$ cat src/rtl/weight_update_sequencer_if.sv
// Operand/result bus between the weight update sequencer and the
// combinational per-weight updater.
interface weight_update_sequencer_if;
  logic [31:0] upd_weight;
  logic [31:0] upd_backprop;
  logic [31:0] upd_train_mul;
  logic [31:0] upd_train_div;
  logic [31:0] upd_weight_new;

  modport master (
    output upd_weight,
    output upd_backprop,
    output upd_train_mul,
    output upd_train_div,
    input  upd_weight_new
  );

  modport slave (
    input  upd_weight,
    input  upd_backprop,
    input  upd_train_mul,
    input  upd_train_div,
    output upd_weight_new
  );
endinterface

$ cat src/rtl/weight_update_sequencer.sv
// Walks one neuron's weight vector through the external updater, one weight
// per cycle, writing results back in place. Optional macro: WEIGHT_SAT_EN.
module weight_update_sequencer #(
  parameter int                 N_WEIGHTS = 8,
  parameter logic signed [31:0] WMAX      = 32'sd65536,
  localparam int                IW        = (N_WEIGHTS > 1) ? $clog2(N_WEIGHTS) : 1
) (
  input  logic                      clk,
  input  logic                      rst_n,
  input  logic                      start,
  input  logic [31:0]               backprop_in,
  input  logic [31:0]               train_mul_in,
  input  logic [31:0]               train_div_in,
  input  logic                      wr_en,
  input  logic [IW-1:0]             wr_addr,
  input  logic [31:0]               wr_data,
  input  logic [IW-1:0]             rd_addr,
  output logic [31:0]               rd_data,
  weight_update_sequencer_if.master upd,
  output logic                      busy,
  output logic                      done,
  output logic                      div_err
);

  typedef enum logic [1:0] {
    ST_IDLE   = 2'd0,
    ST_UPDATE = 2'd1,
    ST_DONE   = 2'd2
  } state_t;

  localparam logic [IW-1:0] LAST_IDX = IW'(N_WEIGHTS - 1);
  localparam logic [IW-1:0] IDX_ONE  = IW'(32'd1);

  state_t        state_r;
  logic [IW-1:0] idx_r;
  logic [31:0]   weights_r [N_WEIGHTS];
  logic [31:0]   backprop_r;
  logic [31:0]   train_mul_r;
  logic [31:0]   train_div_r;
  logic          busy_r;
  logic          done_r;
  logic          div_err_r;

  logic [31:0]   rd_data_s;
  logic [31:0]   upd_weight_s;
  logic [31:0]   store_s;
  logic          wr_ok_s;

`ifdef WEIGHT_SAT_EN
  function automatic logic [31:0] store_value(input logic signed [31:0] w);
    if (w > WMAX) begin
      return WMAX;
    end else if (w < -WMAX) begin
      return -WMAX;
    end else begin
      return w;
    end
  endfunction
`else
  logic unused_wmax_s;
  assign unused_wmax_s = ^WMAX;

  function automatic logic [31:0] store_value(input logic signed [31:0] w);
    return w;
  endfunction
`endif

  // Read port, updater operand selection and write-back value
  always_comb begin
    rd_data_s    = 32'd0;
    upd_weight_s = weights_r[0];
    wr_ok_s      = 1'b0;
    if (int'(rd_addr) < N_WEIGHTS) begin
      rd_data_s = weights_r[rd_addr];
    end else begin
      rd_data_s = 32'd0;
    end
    if (state_r == ST_UPDATE) begin
      upd_weight_s = weights_r[idx_r];
    end else begin
      upd_weight_s = weights_r[0];
    end
    if (int'(wr_addr) < N_WEIGHTS) begin
      wr_ok_s = 1'b1;
    end else begin
      wr_ok_s = 1'b0;
    end
    store_s = store_value(upd.upd_weight_new);
  end

  assign rd_data           = rd_data_s;
  assign upd.upd_weight    = upd_weight_s;
  assign upd.upd_backprop  = backprop_r;
  assign upd.upd_train_mul = train_mul_r;
  assign upd.upd_train_div = train_div_r;
  assign busy              = busy_r;
  assign done              = done_r;
  assign div_err           = div_err_r;

  // Sequencer FSM, weight register file and operand latches
  always_ff @(posedge clk) begin
    if (!rst_n) begin
      state_r     <= ST_IDLE;
      idx_r       <= '0;
      backprop_r  <= 32'd0;
      train_mul_r <= 32'd0;
      train_div_r <= 32'd0;
      busy_r      <= 1'b0;
      done_r      <= 1'b0;
      div_err_r   <= 1'b0;
      for (int i = 0; i < N_WEIGHTS; i++) begin
        weights_r[i] <= 32'd0;
      end
    end else begin
      case (state_r)
        ST_IDLE: begin
          done_r    <= 1'b0;
          div_err_r <= 1'b0;
          // A load coinciding with start lands before the first update read
          if (wr_en && wr_ok_s) begin
            weights_r[wr_addr] <= wr_data;
          end
          if (start) begin
            if (train_div_in != 32'd0) begin
              backprop_r  <= backprop_in;
              train_mul_r <= train_mul_in;
              train_div_r <= train_div_in;
              idx_r       <= '0;
              busy_r      <= 1'b1;
              state_r     <= ST_UPDATE;
            end else begin
              done_r    <= 1'b1;
              div_err_r <= 1'b1;
              state_r   <= ST_DONE;
            end
          end
        end
        ST_UPDATE: begin
          weights_r[idx_r] <= store_s;
          if (idx_r == LAST_IDX) begin
            idx_r   <= '0;
            busy_r  <= 1'b0;
            done_r  <= 1'b1;
            state_r <= ST_DONE;
          end else begin
            idx_r <= idx_r + IDX_ONE;
          end
        end
        ST_DONE: begin
          done_r    <= 1'b0;
          div_err_r <= 1'b0;
          state_r   <= ST_IDLE;
        end
        default: begin
          idx_r     <= '0;
          busy_r    <= 1'b0;
          done_r    <= 1'b0;
          div_err_r <= 1'b0;
          state_r   <= ST_IDLE;
        end
      endcase
    end
  end

endmodule

$ cat src/flat_wrapper.sv
// flat-port wrapper written by rule: the top's interface ports become plain ports
module weight_update_sequencer_flat 
#(
  parameter int                 N_WEIGHTS = 8,
  parameter logic signed [31:0] WMAX      = 32'sd65536,
  localparam int                IW        = (N_WEIGHTS > 1) ? $clog2(N_WEIGHTS) : 1
)
  (clk, rst_n, start, backprop_in, train_mul_in, train_div_in, wr_en, wr_addr, wr_data, rd_addr, rd_data, busy, done, div_err, upd_upd_weight, upd_upd_backprop, upd_upd_train_mul, upd_upd_train_div, upd_upd_weight_new);
  weight_update_sequencer_if upd_i ();
  input  logic clk;
  input  logic rst_n;
  input  logic start;
  input  logic [31:0] backprop_in;
  input  logic [31:0] train_mul_in;
  input  logic [31:0] train_div_in;
  input  logic wr_en;
  input  logic [IW-1:0] wr_addr;
  input  logic [31:0] wr_data;
  input  logic [IW-1:0] rd_addr;
  output logic [31:0] rd_data;
  output logic busy;
  output logic done;
  output logic div_err;
  output wire logic [$bits(upd_i.upd_weight)-1:0] upd_upd_weight;
  output wire logic [$bits(upd_i.upd_backprop)-1:0] upd_upd_backprop;
  output wire logic [$bits(upd_i.upd_train_mul)-1:0] upd_upd_train_mul;
  output wire logic [$bits(upd_i.upd_train_div)-1:0] upd_upd_train_div;
  input wire logic [$bits(upd_i.upd_weight_new)-1:0] upd_upd_weight_new;
  assign upd_upd_weight = upd_i.upd_weight;
  assign upd_upd_backprop = upd_i.upd_backprop;
  assign upd_upd_train_mul = upd_i.upd_train_mul;
  assign upd_upd_train_div = upd_i.upd_train_div;
  assign upd_i.upd_weight_new = upd_upd_weight_new;
  weight_update_sequencer #(.N_WEIGHTS(N_WEIGHTS), .WMAX(WMAX)) u_core (.clk(clk), .rst_n(rst_n), .start(start), .backprop_in(backprop_in), .train_mul_in(train_mul_in), .train_div_in(train_div_in), .wr_en(wr_en), .wr_addr(wr_addr), .wr_data(wr_data), .rd_addr(rd_addr), .rd_data(rd_data), .upd(upd_i), .busy(busy), .done(done), .div_err(div_err));
endmodule
$ cat config.mk
export PLATFORM = sky130hd
export DESIGN_NAME = weight_update_sequencer_flat
export DESIGN_NICKNAME = d
export VERILOG_FILES = /design/src/rtl/weight_update_sequencer_if.sv /design/src/rtl/weight_update_sequencer.sv /design/src/flat_wrapper.sv
export SDC_FILE = /design/constraint.sdc
export NUM_CORES = 1
export LEC_CHECK = 0
export CAP_MARGIN = 20
export CORE_MARGIN = 2
export CORE_UTILIZATION = 40
export DETAILED_ROUTE_END_ITERATION = 10
export PLACE_DENSITY = 0.66
export SLEW_MARGIN = 20
export SYNTH_ARGS = -nofsm -noshare
export SYNTH_HDL_FRONTEND = slang
export SYNTH_SLANG_ARGS = --single-unit
$ cat constraint.sdc
create_clock -name clk -period 4.3 [get_ports clk]
set_clock_uncertainty 0.05 [all_clocks]
set_input_delay 1.075 -clock clk [delete_from_list [all_inputs] [get_ports clk]]
set_output_delay 1.075 -clock clk [all_outputs]
set_load 0.005 [all_outputs]
==> results_dict.tcl <==
set metrics [dict create \
    ys_seq_area_share_pct 55.87 \
    synth_fa_ha_area_share_pct 0.1422 \
    dpl_cell_area_mm2 0.02165 \
    worst_skew_pair.late_latency_ns 0.53 \
    synthCells 1379 \
    combPwrFrac_pct 14.2 \
    start_kind "input pin" \
    grt_util_met1_pct 27.89 \
    r2r_start "u_core.state_r[0]$_SDFFE_PN0P_" \
    synthDistinctLibCells 30 \
    arrival_ns 2.87 \
    p_seq_share_pct 44.6 \
    grt_pass1_wl_mm 74.45 \
    fin_crit_ns 3.999 \
    clkPwrFrac_pct 41.2 \
    use_met3_pct 5.272 \
    synth_fp_nets 1551 \
    internal-power_mw 6.964 \
    grt_max_degree 111 \
    clk_pin_slew_ns 0.05 \
    cts_made_buffers 41 \
    synth-simple-area-share_pct 11.88 \
    drcViolationCount 0 \
    synth_area_mm2 0.01759 \
    relSlewSlack_pct 27.14 \
    globalplace.congestion 0.7684 \
    crit_path_end_kind "output port" \
    hold_path_class "reg -> reg" \
    initial_core_util_pct 40.66 \
    final_max_slew_viol_count 0 \
    layout.nets 1860 \
    drt_iter0_drc 787 \
    routed_wl_mm 49.65 \
    nFillCells 3617 \
    setup_viol 0 \
    switching_power_mw 2.114 \
    tightest_slew_ns 1.090 \
    coreArea_mm2 0.04327 \
    stdcell_area_mm2 0.02311 \
    final_cell_mix "clkdlybuf4s50_1, nor2_1, edfxtp_1" \
    place_inst 2230 \
    period_share_pct 93.00 \
    post_cts_buffers 0 \
    areaGrowthSynthToFinish_pct 31.36 \
    max-clock-path-buffers 3 \
    dieArea_mm2 0.04568 \
    port_buffers 332 \
    ys_warn_count 0 \
    hold_start "u_core.upd.upd_backprop[18]$_SDFFE_PN0P_" \
    grt_setup_unrepaired "no" \
    synth_seq_cells 363 \
    synthMuxAreaShare_pct 27.77 \
    dieWidth_um 213.7 \
    postLayoutCoreUtil_pct 53.41 \
    min_path_cells 2 \
    r2r_slack_ns 1.71 \
    htreeDepth 2 \
    postCtsHoldBufs 0 \
    grt_pass1_vias 12550 \
    drtAntennaViolNets 0 \
    layout_commonest_cell "clkdlybuf4s50_1" \
    grt_busiest_layer "met2" \
    crit_type "in -> out" \
    drt-wirelength-per-cell_um 21.54 \
    drv_cap 0 \
    hold_end "u_core.upd.upd_backprop[18]$_SDFFE_PN0P_" \
    synth_compound_area_share_pct 1.557 \
    grt_antenna_before_repair 2 \
    cts_root_buffer "clkbuf_16" \
    clock-sinks 363 \
    via_per_inst 5.348 \
    route.vias.total 12330 \
    cellPowerDensity_mw_per_mm2 392.8 \
    multiInputGateArea_mm2 0.007318 \
    hpwl_mm 31.12 \
    power_mw 9.078 \
    p_leak_nw 8.455 \
    max_freq_mhz 250.1 \
    grt_usage_pct 21.95 \
    finalNonFillerCells 2305 \
    overflow 0 \
    ir_worst_vdd_mv 0.2711 \
    ios 333 \
    ctsResizeCount 0 \
    cts_tree "done" \
    rows 76 \
    use_met2_pct 37.52 \
    die_y_um 213.7 \
    synth_top_family_by_area "multiplexers" \
    r2r-end "u_core.weights_r[5][31]$_SDFFCE_PN0P_" \
    seq_area_mm2 0.009838 \
    critPathRequiredTime_ns 3.17 \
    setup-tns-final_ns 0 \
    finalHoldViolations 0 \
    status "completed" \
    syn_avg_cell_area_um2 12.76 \
    first_pass_iters 5 \
    cp_max_fo 20 \
    ff2ff_path_depth 5 \
    final_layout_size_suffix_gt1_share_pct 17.04 \
    synthXorXnorAreaFrac_pct 0 \
    swShare_pct 23.29 \
]
[registers in the layout, indices dropped and copies added, names as in the netlist, named ones only]
name	count
u_core.state_r	2
u_core.upd.upd_train_mul	32
u_core.busy	1
u_core.upd.upd_backprop	32
u_core.weights_r	256
u_core.upd.upd_train_div	32
u_core.div_err	1
u_core.done	1
u_core.idx_r	3
[layer usage]
layer / wire (µm) / vias up
li1: - / 5640
met1: 19600 / 6120
met2: 24750 / 491
met3: 4142 / 75
met4: 1149 / 2
met5: 11 / -
[synthesized netlist by cell type]
cell / instances / area share, %
clkbuf_1: 39 / 0.83
dfxtp_1: 107 / 12
a21oi_1: 3 / 0.085
nand3_1: 3 / 0.085
mux4_2: 128 / 16
nand3b_1: 2 / 0.085
nand2_1: 245 / 5.2
o211a_1: 1 / 0.057
ha_1: 2 / 0.14
a21oi_4: 1 / 0.092
clkbuf_2: 1 / 0.028
buf_2: 51 / 1.5
mux2_2: 33 / 2.1
o22ai_1: 2 / 0.071
nor2b_1: 2 / 0.071
nand2_2: 4 / 0.14
a21boi_0: 2 / 0.085
or3b_1: 1 / 0.050
o21a_1: 1 / 0.043
nor2_1: 260 / 5.5
nand2b_1: 8 / 0.28
buf_4: 1 / 0.043
buf_1: 11 / 0.23
a21boi_1: 1 / 0.043
nor4_1: 8 / 0.28
o21ai_0: 38 / 1.1
buf_6: 3 / 0.19
and4_1: 2 / 0.10
mux2i_1: 163 / 9.3
edfxtp_1: 256 / 44
[final cells by class]
| type | count | share of cell area [%] |
|---|---|---|
| Antenna cell | 1 | 0.01083 |
| Tap cell | 585 | 3.167 |
| Timing Repair Buffer | 372 | 16.28 |
| Sequential cell | 363 | 42.57 |
| Clock buffer | 53 | 5.133 |
| Multi-Input combinational cell | 910 | 31.67 |
| Clock inverter | 21 | 1.169 |
[worst max path at each step]
stage | endpoint | slack [ns] | startpoint
after floorplan | rd_data[0] | 0.80 | rd_addr[0]
after global placement | rd_data[10] | 0.30 | rd_addr[0]
after detailed placement | rd_data[10] | 0.29 | rd_addr[0]
after CTS | rd_data[10] | 0.27 | rd_addr[0]
after global routing | upd_upd_weight[30] | 0.19 | register
final | rd_data[10] | 0.30 | rd_addr[0]
[cells by family after synthesis]
logic type / count (synthesis)
adder cells (fa/ha/maj): 2
AND/OR/NAND/NOR: 535
flip-flops: 363
multiplexers: 324
buffers and inverters: 106
AO/OA/AOI/OAI: 49
[power by group through the flow]
stage / Sequential [mW] / Combinational [mW] / Clock, mW
2_1_floorplan: 4.09 / 0.660 / 0
3_3_place_gp: 4.11 / 1.29 / 0
3_5_place_dp: 4.12 / 1.31 / 0
4_1_cts: 4.04 / 1.31 / 3.82
5_1_grt: 4.07 / 1.39 / 3.94
6_report: 4.04 / 1.29 / 3.74
[per-stage QoR]
stage | hold slack (ns) | setup WS [ns]
final | 0.4041 | 0.3009
after global routing | 0.4199 | 0.1896
after CTS | 0.4071 | 0.2744
after global placement | 0.3910 | 0.3015
after detailed placement | 0.3989 | 0.2851
after floorplan | 0.4011 | 0.7974
[critical path, stage by stage]
cell,delay (ns)
buf_4,0.23
buf_12,0.25
mux4_2,0.51
mux2_2,0.28
clkdlybuf4s50_1,0.51
Note: power is estimated with default switching activity, not from simulation.
